--- config.mk ---
export PLATFORM = sky130hd
export DESIGN_NAME = regfile_mp
export DESIGN_NICKNAME = d
export VERILOG_FILES = /design/src/rtl/regfile_pkg.sv /design/src/rtl/regfile_bypass_sel.sv /design/src/rtl/regfile_mp.sv
export SDC_FILE = /design/constraint.sdc
export NUM_CORES = 2
export LEC_CHECK = 0
export ABC_AREA = 1
export CORE_ASPECT_RATIO = 0.75
export CORE_MARGIN = 10
export CORE_UTILIZATION = 40
export DETAILED_ROUTE_END_ITERATION = 7
export MAX_ROUTING_LAYER = met4
export PLACE_DENSITY = 0.55
export SETUP_SLACK_MARGIN = 0.5
export SYNTH_ARGS = -nofsm -noshare
export SYNTH_HDL_FRONTEND = slang
export SYNTH_SLANG_ARGS = --single-unit
--- constraint.sdc ---
create_clock -name clk -period 5.4 [get_ports clk]
set_input_delay 1.35 -clock clk [delete_from_list [all_inputs] [get_ports clk]]
set_output_delay 1.35 -clock clk [all_outputs]
set_load 0.02 [all_outputs]
--- src/rtl/regfile_pkg.sv ---
// Shared constants and helpers for the multi-port register file.
package regfile_pkg;

  localparam int unsigned RSIZE_DEF = 32;
  localparam int unsigned NREGS_DEF = 32;
  localparam int unsigned REG_ZERO  = 0;

  function automatic int unsigned idx_w(input int unsigned nregs);
    return $clog2(nregs);
  endfunction

endpackage

--- src/rtl/regfile_bypass_sel.sv ---
// Per-read-port bypass selector: highest-index enabled write port matching rd_idx_i wins.
module regfile_bypass_sel
  import regfile_pkg::*;
#(
  parameter int unsigned RSIZE = RSIZE_DEF,
  parameter int unsigned NWR   = 1,
  parameter int unsigned IDX_W = 5
) (
  input  logic [IDX_W-1:0]     rd_idx_i,
  input  logic [NWR-1:0]       wr_en_i,
  input  logic [NWR*IDX_W-1:0] wr_idx_i,
  input  logic [NWR*RSIZE-1:0] wr_data_i,
  output logic                 hit_c_o,
  output logic [RSIZE-1:0]     data_c_o
);

  // Ascending scan so the last (highest) matching port overrides earlier ones.
  always_comb begin
    hit_c_o  = 1'b0;
    data_c_o = '0;
    for (int w = 0; w < int'(NWR); w++) begin
      if (wr_en_i[w] && (wr_idx_i[w*IDX_W +: IDX_W] == rd_idx_i)) begin
        hit_c_o  = 1'b1;
        data_c_o = wr_data_i[w*RSIZE +: RSIZE];
      end
    end
  end

endmodule

--- src/rtl/regfile_mp.sv ---
// Multi-port register file with same-cycle write bypass and r0 hardwired to zero.
// Optional pending scoreboard enabled by defining REGFILE_SCOREBOARD_EN.
module regfile_mp
  import regfile_pkg::*;
#(
  parameter  int unsigned RSIZE = RSIZE_DEF,
  parameter  int unsigned NREGS = NREGS_DEF,
  parameter  int unsigned NRD   = 2,
  parameter  int unsigned NWR   = 1,
  localparam int unsigned IDX_W = idx_w(NREGS)
) (
  input  logic                 clk,
  input  logic                 rst,
  input  logic [NRD*IDX_W-1:0] rd_idx,
  output logic [NRD*RSIZE-1:0] rd_data,
  output logic [NRD-1:0]       rd_busy,
  input  logic [NWR-1:0]       wr_en,
  input  logic [NWR*IDX_W-1:0] wr_idx,
  input  logic [NWR*RSIZE-1:0] wr_data,
  input  logic                 issue_en,
  input  logic [IDX_W-1:0]     issue_idx
);

  logic [RSIZE-1:0] mem_q [NREGS];
  logic [RSIZE-1:0] mem_d [NREGS];
  logic [NRD-1:0]   hit_c;
  logic [RSIZE-1:0] byp_c [NRD];

  // Write merge: later (higher) ports override earlier ones on the same index.
  always_comb begin
    mem_d = mem_q;
    for (int w = 0; w < int'(NWR); w++) begin
      if (wr_en[w] && (wr_idx[w*IDX_W +: IDX_W] != IDX_W'(REG_ZERO))) begin
        mem_d[wr_idx[w*IDX_W +: IDX_W]] = wr_data[w*RSIZE +: RSIZE];
      end
    end
  end

  always_ff @(posedge clk) begin
    if (rst) begin
      mem_q <= '{default: '0};
    end else begin
      mem_q <= mem_d;
    end
  end

  for (genvar p = 0; p < int'(NRD); p++) begin : g_rd
    regfile_bypass_sel #(
      .RSIZE (RSIZE),
      .NWR   (NWR),
      .IDX_W (IDX_W)
    ) u_sel (
      .rd_idx_i  (rd_idx[p*IDX_W +: IDX_W]),
      .wr_en_i   (wr_en),
      .wr_idx_i  (wr_idx),
      .wr_data_i (wr_data),
      .hit_c_o   (hit_c[p]),
      .data_c_o  (byp_c[p])
    );
  end

  // Read mux; reset gates every port to zero.
  always_comb begin
    rd_data = '0;
    for (int p = 0; p < int'(NRD); p++) begin
      if (!rst && (rd_idx[p*IDX_W +: IDX_W] != IDX_W'(REG_ZERO))) begin
        rd_data[p*RSIZE +: RSIZE] = hit_c[p] ? byp_c[p] : mem_q[rd_idx[p*IDX_W +: IDX_W]];
      end
    end
  end

`ifdef REGFILE_SCOREBOARD_EN
  logic [NREGS-1:0] pend_q;
  logic [NREGS-1:0] pend_d;

  // Writes retire producers; a same-cycle issue re-arms the bit afterwards.
  always_comb begin
    pend_d = pend_q;
    for (int w = 0; w < int'(NWR); w++) begin
      if (wr_en[w]) begin
        pend_d[wr_idx[w*IDX_W +: IDX_W]] = 1'b0;
      end
    end
    if (issue_en) begin
      pend_d[issue_idx] = 1'b1;
    end
    pend_d[REG_ZERO] = 1'b0;
  end

  always_ff @(posedge clk) begin
    if (rst) begin
      pend_q <= '0;
    end else begin
      pend_q <= pend_d;
    end
  end

  always_comb begin
    rd_busy = '0;
    for (int p = 0; p < int'(NRD); p++) begin
      if (!rst) begin
        rd_busy[p] = pend_q[rd_idx[p*IDX_W +: IDX_W]] & ~hit_c[p];
      end
    end
  end
`else
  logic unused_issue;
  assign unused_issue = ^{issue_en, issue_idx};
  assign rd_busy      = '0;
`endif

endmodule
==> impl_metrics.tcl <==
set metrics [dict create \
    placementRows 119 \
    die_y_um 347 \
    dr.pass1.iters 8 \
    violations "DRC" \
    final_common_cell "nand2_1" \
    vias 64055 \
    post-route-period-util 0.940 \
    largest_register_ffs 1024 \
    drcViolationCount 9 \
    port_buffers 113 \
    final_cell_count_no_fill 11416 \
    synth_area_leaders "dfxtp_1 36%, nand2_1 17%, nand3_1 10%" \
    slew_violations 0 \
    reg_top3 "mem_q: 1024 flops" \
    yosys.area.top_type "dfxtp_1" \
    grt_overflow_total 0 \
    skew_ns 0 \
    hold_viol 0 \
    regMostFlops "mem_q" \
    dp_cells 11173 \
    hold_depth 2 \
    antenna_found_initial 18 \
    critical_path_class "input pin to primary output" \
    cp.required_ns 4.05 \
    viasPerCell 5.61 \
    worstSkewPairLatency_ns 0.76 \
    yosysSeqAreaShare 0.359 \
    avgSynthCellArea_um2 5.89 \
    fp.dieW_um 456 \
    grt_pass1_wl_um 389000 \
    r2r_slack_ns 4.59 \
    cp-startpoint "rd_idx[6]" \
    fmax_mhz 197 \
    cts_made_buffers 110 \
    layout_common_cells "2,623 x nand2_1, 1,526 x nor2_1, 1,153 x nand3_1" \
    endpoint_kind "primary output" \
    htreeDepth 3 \
    cts_tree "yes" \
    rsz0062_at_grt "true" \
    clockBufferDepth 3 \
    yosysWarnings 0 \
    clk_pin_slew_ns 0.06 \
    cts-root-buf "clkbuf_16" \
    ios 122 \
    worstHoldEndpoint "mem_q[1009]$_SDFFE_PP0P_" \
    ant_nets 0 \
    synth_area_um2 57100 \
    fin_total_pwr_w 0.0186 \
    syn_inst 9693 \
    fin_area_um2 65400 \
    grt_max_degree 247 \
    tns_ns 0 \
    yosysUniqueCellTypes 22 \
    routed_wl_um 269000 \
    nets 9498 \
    dieArea_um2 158000 \
    ir_drop_mv 0.245 \
    drive_gt1_frac 0.0695 \
    routedWlPerCell_um 23.6 \
    tightest_slew_ns 1.39 \
    rr_endpoint "mem_q[723]$_SDFFE_PP0P_" \
    core_um2 141000 \
    cts.sink_count 1024 \
    grt_usage 0.330 \
    worst_r2r_path_depth 2 \
    syn_to_final_growth_pct 14.6 \
    drt_first_iter_violations 8974 \
    rr_startpoint "mem_q[723]$_SDFFE_PP0P_" \
    startpoint_type "input pin" \
    finalSetupViolCount 0 \
    first_global_vias 56929 \
    p_leak_nw 28.4 \
    slew_headroom 0.0765 \
    initial_utilization 0.405 \
    critPathMaxFanout 36 \
    netlist.area_leader.share 0.359 \
    power_density_nw_per_um2 285 \
    fin_crit_ns 5.08 \
    globalplace.congestion 0.888 \
    hp-start "mem_q[1009]$_SDFFE_PP0P_" \
    worstPathArrival_ns 3.73 \
    outcome "finished with violations" \
    dpl_cell_area_um2 60800 \
    holdCritPathClass "flip-flop to flip-flop" \
    dp_hpwl_um 155000 \
    final_core_util 0.464 \
    ys_ff_latch 1024 \
    cap_violations 0 \
]
-- where the power goes --
group | total (W) | internal, W | switching, W
registers | 0.00769 | 0.00765 | 0.0000385
clock network | 0.00800 | 0.00458 | 0.00342
logic | 0.00293 | 0.000877 | 0.00205
total | 0.0186 | 0.0131 | 0.00551
-- worst max-delay path, stage by stage --
cell and delay [ns]:
buf_6 0.16, nor2_4 0.32, buf_12 0.31, nand3_1 0.12, nand2_1 0.08, nor2_1 0.05
nand2_1 0.07, nand3_1 0.17, nand2_1 0.22, a21oi_1 0.11, buf_4 0.15, clkdlybuf4s50_1 0.54
-- per-layer routing --
layer  GRT usage  vias to the layer above  wire length, um
met1       0.446                    29616           116000
met5           -                        -                0
met4       0.133                        0            12300
li1            -                    30252                -
met3      0.0656                      618            28900
met2       0.478                     3569           112000
-- through the flow --
stage / worst slack (ns) / hold WS (ns)
after floorplan: 1.41 / 0.416
after global placement: -0.0705 / 0.423
after detailed placement: -0.0509 / 0.426
after CTS: 0.286 / 0.438
after global routing: 0.250 / 0.459
final: 0.323 / 0.436
-- final cells by class --
class	count	area [um^2]
Fill cell	14611	75700
Multi-Input combinational cell	7114	30700
Sequential cell	1024	20500
Timing Repair Buffer	460	5360
Clock buffer	166	3310
Inverter	731	2800
Tap cell	1875	2350
Clock inverter	32	382
Antenna cell	13	32.5
Timing Repair inverter	1	8.76
-- cell usage after synthesis, drive strengths merged --
library cell,count
nand2,2628
nor2,1544
nand3,1159
o21ai,1058
dfxtp,1024
inv,730
a21oi,704
clkbuf,473
buf,353
nor3,8
o22ai,8
nand4,2
clkinv,1
conb,1
-- worst max path at each step --
| stage | cells past startpoint | endpoint |
|---|---|---|
| after floorplan | 11 | rd_data[13] |
| after global placement | 10 | rd_data[56] |
| after detailed placement | 10 | rd_data[56] |
| after CTS | 13 | rd_data[57] |
| after global routing | 13 | rd_data[57] |
| final | 12 | rd_data[57] |
-- cells by family after synthesis --
group | synth area share
other | 0.0000657
buffers and inverters | 0.108
DFF | 0.359
AOI/OAI and AO/OA | 0.155
and+or+nand+nor | 0.377
-- timing repair --
| action | 4_1_cts | 5_1_grt |
|---|---|---|
| setup endpoints to repair | 54 | 40 |
| cloned | 9 | 6 |
| gates resized for setup | 90 | 41 |
| pin swaps | 5 | 2 |
| hold buffers | 0 | 0 |
| setup buffers | 11 | 6 |
(Power assumes the default switching activity.)
